<file path="config.mk">
export PLATFORM = sky130hd
export DESIGN_NAME = mc_ctrl_fsm
export DESIGN_NICKNAME = d
export VERILOG_FILES = /design/src/rtl/mc_ctrl_pkg.sv /design/src/rtl/mc_ctrl_fsm_alu_dec.sv /design/src/rtl/mc_ctrl_fsm.sv
export SDC_FILE = /design/constraint.sdc
export NUM_CORES = 1
export LEC_CHECK = 0
export ABC_CLOCK_PERIOD_IN_PS = 5200
export CORE_MARGIN = 3
export CORE_UTILIZATION = 50
export DETAILED_ROUTE_END_ITERATION = 12
export HOLD_SLACK_MARGIN = 0.05
export PLACE_DENSITY = 0.81
export SLEW_MARGIN = 20
export SYNTH_ARGS = -nofsm -noshare
export SYNTH_HDL_FRONTEND = slang
export SYNTH_SLANG_ARGS = --single-unit
</file>
<file path="constraint.sdc">
create_clock -name clk -period 5.2 [get_ports clk]
set_input_delay 0.78 -clock clk [delete_from_list [all_inputs] [get_ports clk]]
set_output_delay 0.78 -clock clk [all_outputs]
set_load 0.1 [all_outputs]
</file>
<file path="src/rtl/mc_ctrl_pkg.sv">
// Shared encodings for the multi-cycle MIPS control FSM: state codes, opcode/funct
// values, datapath select codes and the control-bundle struct.
package mc_ctrl_pkg;

  localparam logic [3:0] S_IF     = 4'd0;
  localparam logic [3:0] S_ID     = 4'd1;
  localparam logic [3:0] S_EX_R   = 4'd2;
  localparam logic [3:0] S_WB_R   = 4'd3;
  localparam logic [3:0] S_EX_I   = 4'd4;
  localparam logic [3:0] S_WB_I   = 4'd5;
  localparam logic [3:0] S_ADDR   = 4'd6;
  localparam logic [3:0] S_MEM_RD = 4'd7;
  localparam logic [3:0] S_MEM_WR = 4'd8;
  localparam logic [3:0] S_WB_LW  = 4'd9;
  localparam logic [3:0] S_BEQ    = 4'd10;
  localparam logic [3:0] S_J      = 4'd11;

  localparam logic [5:0] OP_RTYPE = 6'b000000;
  localparam logic [5:0] OP_ADDI  = 6'b001000;
  localparam logic [5:0] OP_ANDI  = 6'b001100;
  localparam logic [5:0] OP_ORI   = 6'b001101;
  localparam logic [5:0] OP_LW    = 6'b100011;
  localparam logic [5:0] OP_SW    = 6'b101011;
  localparam logic [5:0] OP_BEQ   = 6'b000100;
  localparam logic [5:0] OP_J     = 6'b000010;

  localparam logic [5:0] FN_ADD = 6'b100000;
  localparam logic [5:0] FN_SUB = 6'b100010;
  localparam logic [5:0] FN_AND = 6'b100100;
  localparam logic [5:0] FN_OR  = 6'b100101;
  localparam logic [5:0] FN_SLT = 6'b101010;

  localparam logic [2:0] ALU_AND = 3'b000;
  localparam logic [2:0] ALU_OR  = 3'b001;
  localparam logic [2:0] ALU_ADD = 3'b010;
  localparam logic [2:0] ALU_SUB = 3'b110;
  localparam logic [2:0] ALU_SLT = 3'b111;

  localparam logic [1:0] SRCB_REG  = 2'b00;
  localparam logic [1:0] SRCB_FOUR = 2'b01;
  localparam logic [1:0] SRCB_IMM  = 2'b10;
  localparam logic [1:0] SRCB_BR   = 2'b11;

  localparam logic [1:0] PCSRC_ALU = 2'b00;
  localparam logic [1:0] PCSRC_OUT = 2'b01;
  localparam logic [1:0] PCSRC_JMP = 2'b10;

  typedef struct packed {
    logic       pc_wr;
    logic       ir_wr;
    logic       iord;
    logic       mem_rd;
    logic       mem_wr;
    logic       reg_wr;
    logic       reg_dst;
    logic       mem_to_reg;
    logic       ext_zero;
    logic       alu_src_a;
    logic [1:0] alu_src_b;
    logic [2:0] alu_ctrl;
    logic [1:0] pc_src;
    logic       illegal;
  } ctrl_t;

endpackage

</file>
<file path="src/rtl/mc_ctrl_fsm_alu_dec.sv">
// Combinational op/funct decoder: ALU operation for the execute states and a flag
// telling whether the instruction is one the FSM supports.
module mc_alu_dec
  import mc_ctrl_pkg::*;
(
  input  logic [5:0] op_i,
  input  logic [5:0] funct_i,
  output logic [2:0] alu_ctrl_o,
  output logic       legal_o
);

  always_comb begin
    alu_ctrl_o = ALU_ADD;
    legal_o    = 1'b1;
    case (op_i)
      OP_RTYPE: begin
        case (funct_i)
          FN_ADD:  alu_ctrl_o = ALU_ADD;
          FN_SUB:  alu_ctrl_o = ALU_SUB;
          FN_AND:  alu_ctrl_o = ALU_AND;
          FN_OR:   alu_ctrl_o = ALU_OR;
          FN_SLT:  alu_ctrl_o = ALU_SLT;
          default: legal_o    = 1'b0;
        endcase
      end
      OP_ANDI:                                  alu_ctrl_o = ALU_AND;
      OP_ORI:                                   alu_ctrl_o = ALU_OR;
      OP_ADDI, OP_LW, OP_SW, OP_BEQ, OP_J:      alu_ctrl_o = ALU_ADD;
      default:                                  legal_o    = 1'b0;
    endcase
  end

endmodule

</file>
<file path="src/rtl/mc_ctrl_fsm.sv">
// Multi-cycle MIPS control FSM: sequences PC/IR/ALU/regfile/memory per instruction
// and counts retired instructions.
module mc_ctrl_fsm
  import mc_ctrl_pkg::*;
#(
  parameter int USE_MEM_READY = 1,
  parameter int RET_CNT_W     = 32
) (
  input  logic                 clk,
  input  logic                 rst,
  input  logic [5:0]           op,
  input  logic [5:0]           funct,
  input  logic                 zero,
  input  logic                 mem_ready,
  output logic                 pc_wr,
  output logic                 ir_wr,
  output logic                 iord,
  output logic                 mem_rd,
  output logic                 mem_wr,
  output logic                 reg_wr,
  output logic                 reg_dst,
  output logic                 mem_to_reg,
  output logic                 ext_zero,
  output logic                 alu_src_a,
  output logic [1:0]           alu_src_b,
  output logic [2:0]           alu_ctrl,
  output logic [1:0]           pc_src,
  output logic                 illegal,
  output logic [3:0]           state_o,
  output logic [RET_CNT_W-1:0] ret_cnt
);

  logic [3:0]           state_q, state_d;
  logic [RET_CNT_W-1:0] ret_cnt_q, ret_cnt_d;
  logic                 ready_s;
  logic                 retire_s;
  logic [2:0]           dec_alu_s;
  logic                 dec_legal_s;
  ctrl_t                ctrl_s;
  ctrl_t                out_s;

  assign ready_s = (USE_MEM_READY != 0) ? mem_ready : 1'b1;

  mc_alu_dec u_alu_dec (
    .op_i       (op),
    .funct_i    (funct),
    .alu_ctrl_o (dec_alu_s),
    .legal_o    (dec_legal_s)
  );

  always_comb begin
    state_d  = S_IF;
    retire_s = 1'b0;
    ctrl_s   = '0;
    case (state_q)
      S_IF: begin
        ctrl_s.mem_rd    = 1'b1;
        ctrl_s.alu_src_b = SRCB_FOUR;
        ctrl_s.alu_ctrl  = ALU_ADD;
        ctrl_s.pc_wr     = ready_s;
        ctrl_s.ir_wr     = ready_s;
        state_d          = ready_s ? S_ID : S_IF;
      end
      S_ID: begin
        ctrl_s.alu_src_b = SRCB_BR;
        ctrl_s.alu_ctrl  = ALU_ADD;
        ctrl_s.illegal   = ~dec_legal_s;
        if (dec_legal_s) begin
          case (op)
            OP_RTYPE:                  state_d = S_EX_R;
            OP_ADDI, OP_ANDI, OP_ORI:  state_d = S_EX_I;
            OP_LW, OP_SW:              state_d = S_ADDR;
            OP_BEQ:                    state_d = S_BEQ;
            OP_J:                      state_d = S_J;
            default:                   state_d = S_IF;
          endcase
        end else begin
          state_d = S_IF;
        end
      end
      S_EX_R: begin
        ctrl_s.alu_src_a = 1'b1;
        ctrl_s.alu_src_b = SRCB_REG;
        ctrl_s.alu_ctrl  = dec_alu_s;
        state_d          = S_WB_R;
      end
      S_WB_R: begin
        ctrl_s.reg_wr  = 1'b1;
        ctrl_s.reg_dst = 1'b1;
        retire_s       = 1'b1;
      end
      S_EX_I: begin
        ctrl_s.alu_src_a = 1'b1;
        ctrl_s.alu_src_b = SRCB_IMM;
        ctrl_s.alu_ctrl  = dec_alu_s;
        ctrl_s.ext_zero  = (op != OP_ADDI);
        state_d          = S_WB_I;
      end
      S_WB_I: begin
        ctrl_s.reg_wr = 1'b1;
        retire_s      = 1'b1;
      end
      S_ADDR: begin
        ctrl_s.alu_src_a = 1'b1;
        ctrl_s.alu_src_b = SRCB_IMM;
        ctrl_s.alu_ctrl  = ALU_ADD;
        state_d          = (op == OP_LW) ? S_MEM_RD : S_MEM_WR;
      end
      S_MEM_RD: begin
        ctrl_s.iord   = 1'b1;
        ctrl_s.mem_rd = 1'b1;
        state_d       = ready_s ? S_WB_LW : S_MEM_RD;
      end
      S_MEM_WR: begin
        ctrl_s.iord   = 1'b1;
        ctrl_s.mem_wr = 1'b1;
        retire_s      = ready_s;
        state_d       = ready_s ? S_IF : S_MEM_WR;
      end
      S_WB_LW: begin
        ctrl_s.reg_wr     = 1'b1;
        ctrl_s.mem_to_reg = 1'b1;
        retire_s          = 1'b1;
      end
      S_BEQ: begin
        ctrl_s.alu_src_a = 1'b1;
        ctrl_s.alu_src_b = SRCB_REG;
        ctrl_s.alu_ctrl  = ALU_SUB;
        ctrl_s.pc_src    = PCSRC_OUT;
        ctrl_s.pc_wr     = zero;
        retire_s         = 1'b1;
      end
      S_J: begin
        ctrl_s.pc_wr  = 1'b1;
        ctrl_s.pc_src = PCSRC_JMP;
        retire_s      = 1'b1;
      end
      default: begin
        state_d = S_IF;
      end
    endcase
    ret_cnt_d = retire_s ? (ret_cnt_q + RET_CNT_W'(1)) : ret_cnt_q;
  end

  always_ff @(posedge clk or posedge rst) begin
    if (rst) begin
      state_q   <= S_IF;
      ret_cnt_q <= '0;
    end else begin
      state_q   <= state_d;
      ret_cnt_q <= ret_cnt_d;
    end
  end

  // Reset masks every strobe combinationally so an in-flight access cannot complete.
  assign out_s      = rst ? '0 : ctrl_s;
  assign pc_wr      = out_s.pc_wr;
  assign ir_wr      = out_s.ir_wr;
  assign iord       = out_s.iord;
  assign mem_rd     = out_s.mem_rd;
  assign mem_wr     = out_s.mem_wr;
  assign reg_wr     = out_s.reg_wr;
  assign reg_dst    = out_s.reg_dst;
  assign mem_to_reg = out_s.mem_to_reg;
  assign ext_zero   = out_s.ext_zero;
  assign alu_src_a  = out_s.alu_src_a;
  assign alu_src_b  = out_s.alu_src_b;
  assign alu_ctrl   = out_s.alu_ctrl;
  assign pc_src     = out_s.pc_src;
  assign illegal    = out_s.illegal;
  assign state_o    = state_q;
  assign ret_cnt    = ret_cnt_q;

endmodule
</file>
==> impl_metrics.toml <==
[timing]
finalHoldViolations = 0
setup-tns-final_ps = 0
fin_crit_sh_pct = 77.43
setup_viol = 0
holdWs_ps = 470.1
maxSlewHeadroom_pct = 33.08
tightest_slew_ps = 1001
fmax_mhz = 248.4
report.final.slew_viol_count = 0
fin_skew_ps = 7.760
timing.final.crit_period_ps = 4027
rsz0062_at_grt = "no"

[yosys]
async_reset_ff_share_pct = 100.0
ys_dominant_reg_cell = "dfrtp_1"
synth_cell_type_count = 51
syn_inst = 242
synth_nets = 259
synth-seq-area-share_pct = 40.82
syn-cell-area_sq_um = 2207
synth_edf_count = 0
synth.ff_latch_count = 36
synth_warnings = 0
synth.avg_cell_area_sq_um = 9.120

[detailed_routing]
avgViaCountPerCell = 5.637
remaining_drc_errors = 0
wire_per_inst_um = 14.77
routed_wl_um = 5288
firstDrtPassIters = 4
drtIter0Drc = 94
ant_nets = 0
dr_total_vias = 2018

[clock_network]
htree_levels = 2
clk_pin_slew_worst_paths_ps = 70
numClockSinks = 36
root_buffer = "clkbuf_8"
clock_path_buffers = 2
post_cts_resized = 0
postCtsSetupBuffers = 0
cts_made_buffers = 5
cts-hold-fix-buffers = 0
cts_tree = "yes"
clk_latency_ps = 280

[global_route]
antenna_found_initial = 0
grt_pass1_vias = 1968
overflow = 0
grt.total_usage_pct = 20.71
grt_pass1_wl_um = 8776
grt_max_degree = 27

[status]
status = "complete, no violations"

[worst_setup_path]
worstRegToRegCells = 5
crit_fanout = 8
crit_path_frequent_cell = "clkdlybuf4s50_1"
slowest_delay_ps = 990
cp_data_arrival_time_ps = 3250
crit_chain = "clkdlybuf4s50_1 > nor4_1 > a22oi_1 > o21ai_0 > a31oi_1 > clkdlybuf4s50_1"
crit_path_end_kind = "output port"
critPathRequiredTime_ps = 4420
cp-start-kind = "input port"
critical-path-slowest-cell = "clkdlybuf4s50_1"
crit_type = "input port to output port"

[cells_and_area]
multi_input_area_sq_um = 1230
n_antenna_cell = 0
area_delta_synth_final_pct = 35.49
regArea_sq_um = 900.9
instances_no_fill = 358
drive_gt1_share_pct = 10.39
nNetsFinal = 324
fillCellCount = 326

[place]
dp_hpwl_um = 3985
dp.cells = 350
io_buffers = 69
place.gp.congestion = 0.8746

[die]
dieArea_sq_um = 5248
die_h_um = 72.44
die_w_um = 72.44
start_util_pct = 53.63
core_area_sq_um = 4115
fp-row-count = 23
io_pins = 70

[min_path]
holdPathStages = 1
min_path_type = "flop to flop"

[pwr]
combPwrFrac_pct = 46.6
p_per_area_nw_per_um2 = 347.2
clkPwrFrac_pct = 18.7
p_sw_mw = 0.5218
p_int_mw = 0.5164
p_sw_share_pct = 50.26
seqPwrFrac_pct = 34.7
leakage_nw = 1.233
vdd_drop_max_uv = 207.8

[flow_run]
cap_violations = 0
per-layer routing:
metal / track usage (%) / wire [um]
met1: 27.46 / 2453
met2: 34.68 / 2485
met3: 3.601 / 282
met4: 6.148 / 66
met5: 0 / 0
critical path, delay by kind of cell:
| kind | cells | cell delay (ps) |
|---|---|---|
| AOI/OAI and AO/OA | 3 | 450 |
| buffers and inverters | 2 | 1540 |
| and+or+nand+nor | 1 | 480 |
power groups by stage:
stage          sequential, mW  clock (mW)  combinational (mW)
2_1_floorplan           0.468           0               0.267
3_3_place_gp            0.364           0               0.479
3_5_place_dp            0.365           0               0.483
4_1_cts                 0.359       0.200               0.484
5_1_grt                 0.367       0.215               0.503
6_report                0.360       0.194               0.484
Yosys cell counts, drive strengths merged, types with 2 or more instances:
cell type	number	area share [%]
a211oi	3	1.0
a21oi	6	1.4
a22oi	3	1.0
a31oi	2	0.57
a32oi	2	0.79
and2	2	0.57
and3	6	1.7
buf	6	1.5
clkbuf	6	1.0
dfrtp	36	41
inv	9	1.5
mux2	2	1.0
nand2	19	3.2
nand2b	3	0.85
nand3	15	3.4
nand4	6	1.7
nor2	22	3.7
nor2b	4	1.1
nor3	15	3.4
nor3b	2	0.68
nor4	8	4.1
o211ai	2	1.3
o21ai	5	1.3
o22ai	2	0.57
or2	3	0.85
or3	4	1.2
xnor2	24	9.5
xor2	10	4.0
metrics by stage:
| step | utilization [%] | worst slack (ps) | area [sq um] | power (mW) |
|---|---|---|---|---|
| 2_1_floorplan | - | 185.1 | 2220 | 0.7346 |
| 6_report | 72.67 | 1173 | 2990 | 1.038 |
| 4_1_cts | 72.67 | 1196 | 2990 | 1.043 |
| 5_1_grt | 72.67 | 974.9 | 2990 | 1.085 |
| 3_3_place_gp | 70.54 | 1337 | 2903 | 0.8435 |
| 3_5_place_dp | 70.54 | 1213 | 2903 | 0.8485 |
placed cells by master (no fill, tap or decap), types with 9 or more instances in the layout:
master / instances
buf_4: 10
clkdlybuf4s50_1: 60
dfrtp_1: 36
inv_1: 9
nand2_1: 19
nand3_1: 15
nor2_1: 22
nor3_1: 15
xnor2_1: 24
xor2_1: 10
cell type report:
cell class,count,area share [%]
multi-input combinational,185,41.13
tap,50,2.092
timing repair buffer,70,22.59
sequential,36,30.13
clock inverter,3,0.6276
clock buffer,5,2.301
inverter,9,1.130
state kept, by name (all words and copies together), names as in the netlist:
name and count:
ret_cnt 32, state_o 4
cell families (layout without fill, tap and decap cells):
group	count (synthesis)	count (layout)	share of synthesized area, %
buf+inv	21	87	4.025
flops	36	36	40.82
simple gates	114	114	28.46
fa+ha+maj	1	1	0.5668
xor+xnor	34	34	13.49
mux	3	3	1.474
compound gates	33	33	11.17
final timing paths:
check	end	start	slack [ps]
setup / recovery	alu_ctrl[1]	op[3]	1170
hold / removal	ret_cnt[31]	ret_cnt[31]	470
setup reg to reg	ret_cnt[26]	state_o[1]	2830
hold reg to reg	ret_cnt[31]	ret_cnt[31]	470
max in group asynchronous	state_o[1]	rst	3340
min in group asynchronous	ret_cnt[28]	rst	1130
Note: power is estimated with default switching activity, not from simulation.
